--- src/rtl/answer_period_timer.sv ---
// Answer-window timer: opens a timed window on an answerSig edge, resolves
// first-to-buzz or timeout, pulses postSig/stopCount and drives four 7-seg digits.
module answer_period_timer #(
  parameter int CLK_FREQ_HZ = 100_000_000,
  parameter int PERIOD_SEC  = 5,
  parameter int NUM_PLAYERS = 4
) (
  input  logic                   Clk100M,
  input  logic                   Rst_n,
  input  logic                   answerSig,
  input  logic                   abortSig,
  input  logic [NUM_PLAYERS-1:0] buzz,
  output logic                   postSig,
  output logic                   stopCount,
  output logic                   running,
  output logic                   timedOut,
  output logic                   winnerValid,
  output logic [3:0]             winner,
  output logic [7:0]             answerSeg0,
  output logic [7:0]             answerSeg1,
  output logic [7:0]             answerSeg2,
  output logic [7:0]             answerSeg3,
  output logic [1:0]             state_dbg
);

  localparam int DW = $clog2(CLK_FREQ_HZ);

  typedef enum logic [1:0] {IDLE = 2'd0, RUN = 2'd1, DONE = 2'd2} state_t;

  state_t        state;
  logic [DW-1:0] divider;
  logic [6:0]    remaining;
  logic          ans_q;
  logic          tick;
  logic          buzz_any;
  logic [3:0]    buzz_idx;
  logic [3:0]    tens_d;
  logic [3:0]    ones_d;

  assign state_dbg = state;
  assign tick      = (divider == DW'(CLK_FREQ_HZ - 1));
  assign buzz_any  = |buzz;

  // Lowest-index player wins; scan from the top so the lowest set bit lands last.
  always_comb begin
    buzz_idx = 4'd0;
    for (int i = NUM_PLAYERS - 1; i >= 0; i--) begin
      if (buzz[i]) buzz_idx = 4'(i + 1);
    end
  end

  always_comb begin
    tens_d = 4'(remaining / 7'd10);
    ones_d = 4'(remaining % 7'd10);
  end

  function automatic logic [7:0] seg7(input logic [3:0] d);
    case (d)
      4'd0:    seg7 = 8'hC0;
      4'd1:    seg7 = 8'hF9;
      4'd2:    seg7 = 8'hA4;
      4'd3:    seg7 = 8'hB0;
      4'd4:    seg7 = 8'h99;
      4'd5:    seg7 = 8'h92;
      4'd6:    seg7 = 8'h82;
      4'd7:    seg7 = 8'hF8;
      4'd8:    seg7 = 8'h80;
      4'd9:    seg7 = 8'h90;
      default: seg7 = 8'hFF;
    endcase
  endfunction

  always_ff @(posedge Clk100M or negedge Rst_n) begin
    if (!Rst_n) begin
      state       <= IDLE;
      divider     <= '0;
      remaining   <= 7'd0;
      ans_q       <= 1'b0;
      postSig     <= 1'b0;
      stopCount   <= 1'b0;
      running     <= 1'b0;
      timedOut    <= 1'b0;
      winnerValid <= 1'b0;
      winner      <= 4'd0;
    end else begin
      ans_q     <= answerSig;
      postSig   <= 1'b0;
      stopCount <= 1'b0;
      case (state)
        IDLE: begin
          if (answerSig && !ans_q) begin
            state       <= RUN;
            running     <= 1'b1;
            remaining   <= 7'(PERIOD_SEC);
            divider     <= '0;
            timedOut    <= 1'b0;
            winnerValid <= 1'b0;
            winner      <= 4'd0;
          end
        end
        RUN: begin
          // Abort outranks a buzz in the same cycle; a buzz outranks the tick.
          if (abortSig) begin
            state   <= IDLE;
            running <= 1'b0;
          end else if (buzz_any) begin
            state       <= DONE;
            running     <= 1'b0;
            winner      <= buzz_idx;
            winnerValid <= 1'b1;
            postSig     <= 1'b1;
            stopCount   <= 1'b1;
          end else if (tick) begin
            divider <= '0;
            if (remaining == 7'd1) begin
              remaining <= 7'd0;
              timedOut  <= 1'b1;
              state     <= DONE;
              running   <= 1'b0;
              postSig   <= 1'b1;
              stopCount <= 1'b1;
            end else begin
              remaining <= remaining - 7'd1;
            end
          end else begin
            divider <= divider + 1'b1;
          end
        end
        DONE:    state <= IDLE;
        default: state <= IDLE;
      endcase
    end
  end

  always_ff @(posedge Clk100M or negedge Rst_n) begin
    if (!Rst_n) begin
      answerSeg0 <= 8'hC0;
      answerSeg1 <= 8'hFF;
      answerSeg2 <= 8'hFF;
      answerSeg3 <= 8'hFF;
    end else begin
      answerSeg0 <= seg7(ones_d);
      answerSeg1 <= (tens_d == 4'd0) ? 8'hFF : seg7(tens_d);
      answerSeg2 <= winnerValid ? seg7(winner) : 8'hFF;
      if (state == RUN)     answerSeg3 <= 8'h88;
      else if (winnerValid) answerSeg3 <= 8'h8C;
      else if (timedOut)    answerSeg3 <= 8'h86;
      else                  answerSeg3 <= 8'hFF;
    end
  end

endmodule

--- config.mk ---
export PLATFORM = sky130hd
export DESIGN_NAME = answer_period_timer
export DESIGN_NICKNAME = d
export VERILOG_FILES = /design/src/rtl/answer_period_timer.sv
export SDC_FILE = /design/constraint.sdc
export NUM_CORES = 1
export LEC_CHECK = 0
export BUFFER_PORTS_ARGS = -buffer_cell sky130_fd_sc_hd__buf_2
export CAP_MARGIN = 30
export CORE_UTILIZATION = 45
export DETAILED_ROUTE_END_ITERATION = 6
export HOLD_SLACK_MARGIN = 0.12
export PLACE_DENSITY = 0.67
export SLEW_MARGIN = 15
export SYNTH_ARGS = -nofsm -noshare
export SYNTH_HDL_FRONTEND = slang
export SYNTH_SLANG_ARGS = --single-unit
--- constraint.sdc ---
create_clock -name Clk100M -period 4.7 [get_ports Clk100M]
set_clock_uncertainty 0.1 [all_clocks]
set_input_delay 0.235 -clock Clk100M [delete_from_list [all_inputs] [get_ports Clk100M]]
set_output_delay 0.235 -clock Clk100M [all_outputs]
set_load 0.02 [all_outputs]
### Yosys cells after proc, flatten, opt, wreduce, memory -nomap -nowiden

Memories as Yosys holds them, arrays and structs flattened. A register that Yosys moved wholly into a read port is not among the register bits.
Cells that the tools add are included.

| storage, ports and cells | value |
|---|---|
| memories | 3 |
| output and inout port bits | 43 |
| bits in read-only memories | 336 |
| flip-flop bits (word level) | 77 |

Memories:

| name | depth | width | rd ports | clocked after Yosys merged registers in | write ports | line | RTL |
|---|---|---|---|---|---|---|---|
| (no name shown) | 16 | 7 | 1 | 1 | 0 | 58 | `case (d)` |
| (no name shown) | 16 | 7 | 1 | 0 | 0 | 58 |  |
| (no name shown) | 16 | 7 | 1 | 0 | 0 | 58 |  |

| cells by class | value |
|---|---|
| add/subtract/negate cells | 2 |
| div/mod/pow operators | 2 |
| equality and inequality tests | 11 |
| multiplexer cells | 50 |
| reduce and logical (&&, ||, !) cells | 13 |

Operator list:

| operator | number |
|---|---|
| 2-to-1 mux 27 bit | 4 |
| 2-to-1 mux 7 bit | 8 |
| case mux 27 bit (2 select lines) | 1 |
| adder 27 x 1 -> 27 bit (second input constant) | 1 |
| == test 27 bit (second input constant) | 1 |
| 2-to-1 mux 1 bit | 17 |
| 2-to-1 mux 4 bit | 4 |
| 2-to-1 mux 8 bit | 2 |
| case mux 7 bit (2 select lines) | 1 |
| inequality test 2 bit (second input constant) | 6 |
| AND reduction 4 bit | 3 |
| 2-to-1 mux 2 bit | 5 |
| 2-to-1 mux 3 bit | 3 |
| inequality test 4 bit (second input constant) | 2 |
| case mux 4 bit (2 select lines) | 1 |
| divider 7 x 4 -> 7 bit (second input constant) | 1 |
| == test 7 x 1 -> 1 bit (second input constant) | 1 |
| remainder unit 7 x 4 -> 7 bit (second input constant) | 1 |
| subtractor 7 x 1 -> 7 bit (second input constant) | 1 |
| case mux 1 bit (2 select lines) | 3 |
| AND reduction 6 bit | 1 |
| AND reduction 5 bit | 1 |
| logical NOT 4 bit | 1 |
| case mux 2 bit (2 select lines) | 1 |
| other kinds (7) | 8 |

### Depth between registers and ports, before layout

| depth | value |
|---|---|
| depth after elaboration | 7 |
| depth in mapped cells | 16 |

### Worst setup path before layout

No wires, ideal clock.

| timing | value |
|---|---|
| kind | reg-to-reg |
| start point | register remaining[6] |
| end point | register answerSeg0[0] |
| stages on the path, launching flop included | 15 |
| path slack | 1.647 ns |
| setup time | 0.128 ns |
| data arrival time | 2.825 ns |
| cells stage by stage | dfrtp_1 buf_6 buf_6 o21ai_0 o32ai_4 xnor2_1 inv_1 ha_1 o221a_2 buf_6 xnor2_1 inv_1 ha_1 nor2_1 o31ai_1 |

| on the way | value |
|---|---|
| longest elaborated chain between the ends | 1 |

RTL lines:

| what | line | RTL |
|---|---|---|
| start: declaration | 32 | `logic [6:0] remaining;` |
| start signal: assignment | 94 | `remaining <= 7'(PERIOD_SEC);` |
| start signal: assignment | 123 | `remaining <= remaining - 7'd1;` |
| remainder unit 7 x 4 -> 7 bit | 54 | `ones_d = 4'(remaining % 7'd10);` |
| end: declaration | 19 | `output logic [7:0] answerSeg0,` |

No other way between the ends.
A chain may end at the register's enable or synchronous reset.

### Worst setup path in the final report

| timing | value |
|---|---|
| start point | register remaining[3] |
| end point | register answerSeg0[3] |

Same word-level chain as after synthesis.

==> results.toml <==
[cts]
cts-htree-levels = 3
numCtsBuffers = 9
maximum_buffer_depth_of_the_clock_tree = 2
worst_skew_pair_later_pin_latency_ps = 350
ctsRootBufferMaster = "clkbuf_8"
clock_pin_slew_on_the_worst_setup_and_hold_paths_ps = 80
ctsResizeCount = 0
setup_fix_buffers_added_after_clock_tree_synthesis = 0
clock_sink_count = 69
cts_tree = "yes"

[die]
fp.dieW_um = 97.53
row_count = 34
io-pin-count = 51
die_footprint_um2 = 9511
floorplan.initialDensity = 0.4686
core_outline_area_um2 = 8763
die-height_um = 97.53

[setup_path]
critical-path-top-delay-family = "compound AO/OA/AOI/OAI gates"
required_ps = 4820
crit_path_max_incr_delay_ps = 670
crit_type = "reg2reg"
worstPathBufferInverterCount = 2
end_kind = "register"
critical-path-slowest-cell = "dfrtp_1"
arrival_worst_endpoint_ps = 3700
timing.critical_path.fanout_max = 18
critical_path.startpoint_type = "register"
path_cells = "nor2_1 > o21ba_2 > o32ai_4 > xnor2_1 > inv_1 > ha_1 > o221a_2 > xnor2_1 > inv_1 > ha_1 > nor2_1 > o31ai_1"

[synthesis]
post_synth_top_area_share = 0.3047
synth.yosys.seq_area_share = 0.4263
yosys.cell_count.top_type = "nor2_1"
synthTopCellsByArea = "dfrtp_1, dfstp_2, ha_1"
syn-cell-area_um2 = 4106
ys.warnings.count = 0
synthesis.instances = 437
netlist_top_cells_count = "nor2_1, dfrtp_1, nand2_1"
syn_avg_cell_area_um2 = 9.397
synth_top_area_cell = "dfrtp_1"
postSynth.topFlopCell = "dfrtp_1"
synth-seq-cells = 69
count_of_flip_flops_with_a_built_in_enable_after_synthesis = 0
ys_async_sr_fraction = 1.000
unique_cell_type_count_in_the_yosys_netlist = 63

[routing]
postRouteAntennaNets = 0
drt_iter0_drc = 220
drt_drc_violations_left = 0
num_vias = 3181
met2_wirelength_mm = 3.698
route.detailed.wl_per_inst_um = 13.84
detail_route.vias_per_cell = 5.428
detailroute.wirelength.met3_um = 355
top_layer = "met4"
drt-met1-wl_mm = 3.976
total_wire_length_mm = 8.112
first_pass_iters = 5

[timing]
max-slew-margin-rel = 0.4062
fin_setup_tns_ps = 0
final-hold-violation-count = 0
period_share = 0.7614
final.min_clock_period_ps = 3579
grt_setup_unrepaired = "false"
finalSetupViolCount = 0
finalHoldWorstSlack_ps = 184.7
achievable-frequency_mhz = 279.4
worst_max_slew_pin_slew_ps = 888.7
drv_slew = 0

[global_route]
number_of_global_route_vias_before_repair = 3030
grt_first_pass_wirelength_mm = 14.27
antenna_found_initial = 0
grt_usage = 0.1829
grt_overflow = 0
grt_start_max_net_pins = 42

[placement]
portBuffers = 45
place_hpwl_mm = 5.558
dpl.cell_count = 563
gp_congestion = 0.8812

[cells_and_area]
antenna-diode-count = 0
design.final.nets = 502
final_core_area_utilization = 0.5166
synthToLayoutAreaGrowth_pct = 10.24
layout-drive-gt1-share = 0.2029
finalNonFillerCells = 586

[pwr]
power.density_nw_per_um2 = 355.1
power.ir.vdd_worst_mv = 0.2642
total_leakage_power_uw = 0.001985
power.total_uw = 1607

[run_status]
status = "finished, final reports clean"

[run]
total_of_max_cap_violations = 0

[worst_hold_path]
worst_hold_path_type = "in2reg"
-- metal layers --
layer | up-vias | global-route usage
li1 | 1591 | -
met1 | 1493 | 0.2509
met2 | 90 | 0.2808
met3 | 7 | 0.04892
met4 | 0 | 0.05882
met5 | - | 0
-- through the flow --
stage	setup WS, ps	cell area, um^2
final	1121	4527
after global routing	788.7	4527
after CTS	1152	4499
after detailed placement	1150	4262
after global placement	1295	4262
after floorplan	1647	4118
-- cells in the final DEF, fill, tap and decap left out, types with 10 or more instances in the layout --
cell type,n
a21oi_1,20
buf_2,45
clkbuf_8,11
dfrtp_1,50
dfstp_2,19
ha_1,21
inv_1,18
nand2_1,45
nand3_1,16
nand4_1,13
nor2_1,51
nor3_1,14
o21ai_0,21
xnor2_1,10
xor2_1,17
-- tightest hold or removal path, stage by stage --
cell and delay (ps):
buf_2 110, nor2_1 140, o41ai_1 100
-- power breakdown --
part	total (uW)	leakage, uW	internal, uW	switching (uW)
Combinational	443	0.00102	162	281
Clock	446	0.0000921	218	229
Sequential	718	0.000871	675	43.2
-- flip-flops by register name, indices dropped and copies added, names as in the netlist --
signal / cells
ans_q: 1
answerSeg0: 7
answerSeg1: 7
answerSeg2: 7
answerSeg3: 4
divider: 27
remaining: 7
running: 1
state_dbg: 2
stopCount: 1
timedOut: 1
winner: 3
winnerValid: 1
-- area by class of cell --
| type | instances | area [um^2] |
|---|---|---|
| Tap cell | 108 | 135.1 |
| Timing Repair Buffer | 53 | 320.3 |
| Multi-Input combinational cell | 322 | 2076 |
| Clock buffer | 12 | 155.1 |
| Fill cell | 828 | 4237 |
| Inverter | 18 | 67.56 |
| Clock inverter | 4 | 22.52 |
| Sequential cell | 69 | 1750 |
-- worst paths after layout --
check	endpoint	depth (start not counted)	from	slack, ps
worst min-delay path	winner[1]$_DFFE_PN0P_	3	buzz[2]	180
min in group asynchronous	remaining[5]$_DFFE_PN0P_	2	Rst_n	270
worst min register to register	answerSeg3[3]$_DFF_PN1_	1	timedOut$_DFFE_PN0P_	370
max in group asynchronous	divider[6]$_DFFE_PN0P_	3	Rst_n	3480
worst max-delay path	answerSeg0[3]$_DFF_PN0_	12	remaining[3]$_DFFE_PN0P_	1120
worst max register to register	answerSeg0[3]$_DFF_PN0_	12	remaining[3]$_DFFE_PN0P_	1120
-- timing repair --
item / in CTS / in global routing
endpoints found under the setup margin: 0 / 0
endpoints found under the hold margin: 26 / 0
hold buffers: 6 / 0
-- cells by family (layout without fill, tap and decap cells) --
| group | Yosys count | in the layout | share of synthesized area |
|---|---|---|---|
| simple gates | 174 | 174 | 0.2093 |
| compound gates | 89 | 89 | 0.1523 |
| flops | 69 | 69 | 0.4263 |
| buf+inv | 49 | 87 | 0.07099 |
| xor+xnor | 27 | 27 | 0.05759 |
| fa+ha+maj | 22 | 22 | 0.06642 |
| mux | 5 | 5 | 0.01523 |
| other cells | 2 | 5 | 0.001829 |
Note: power is estimated with default switching activity, not from simulation.
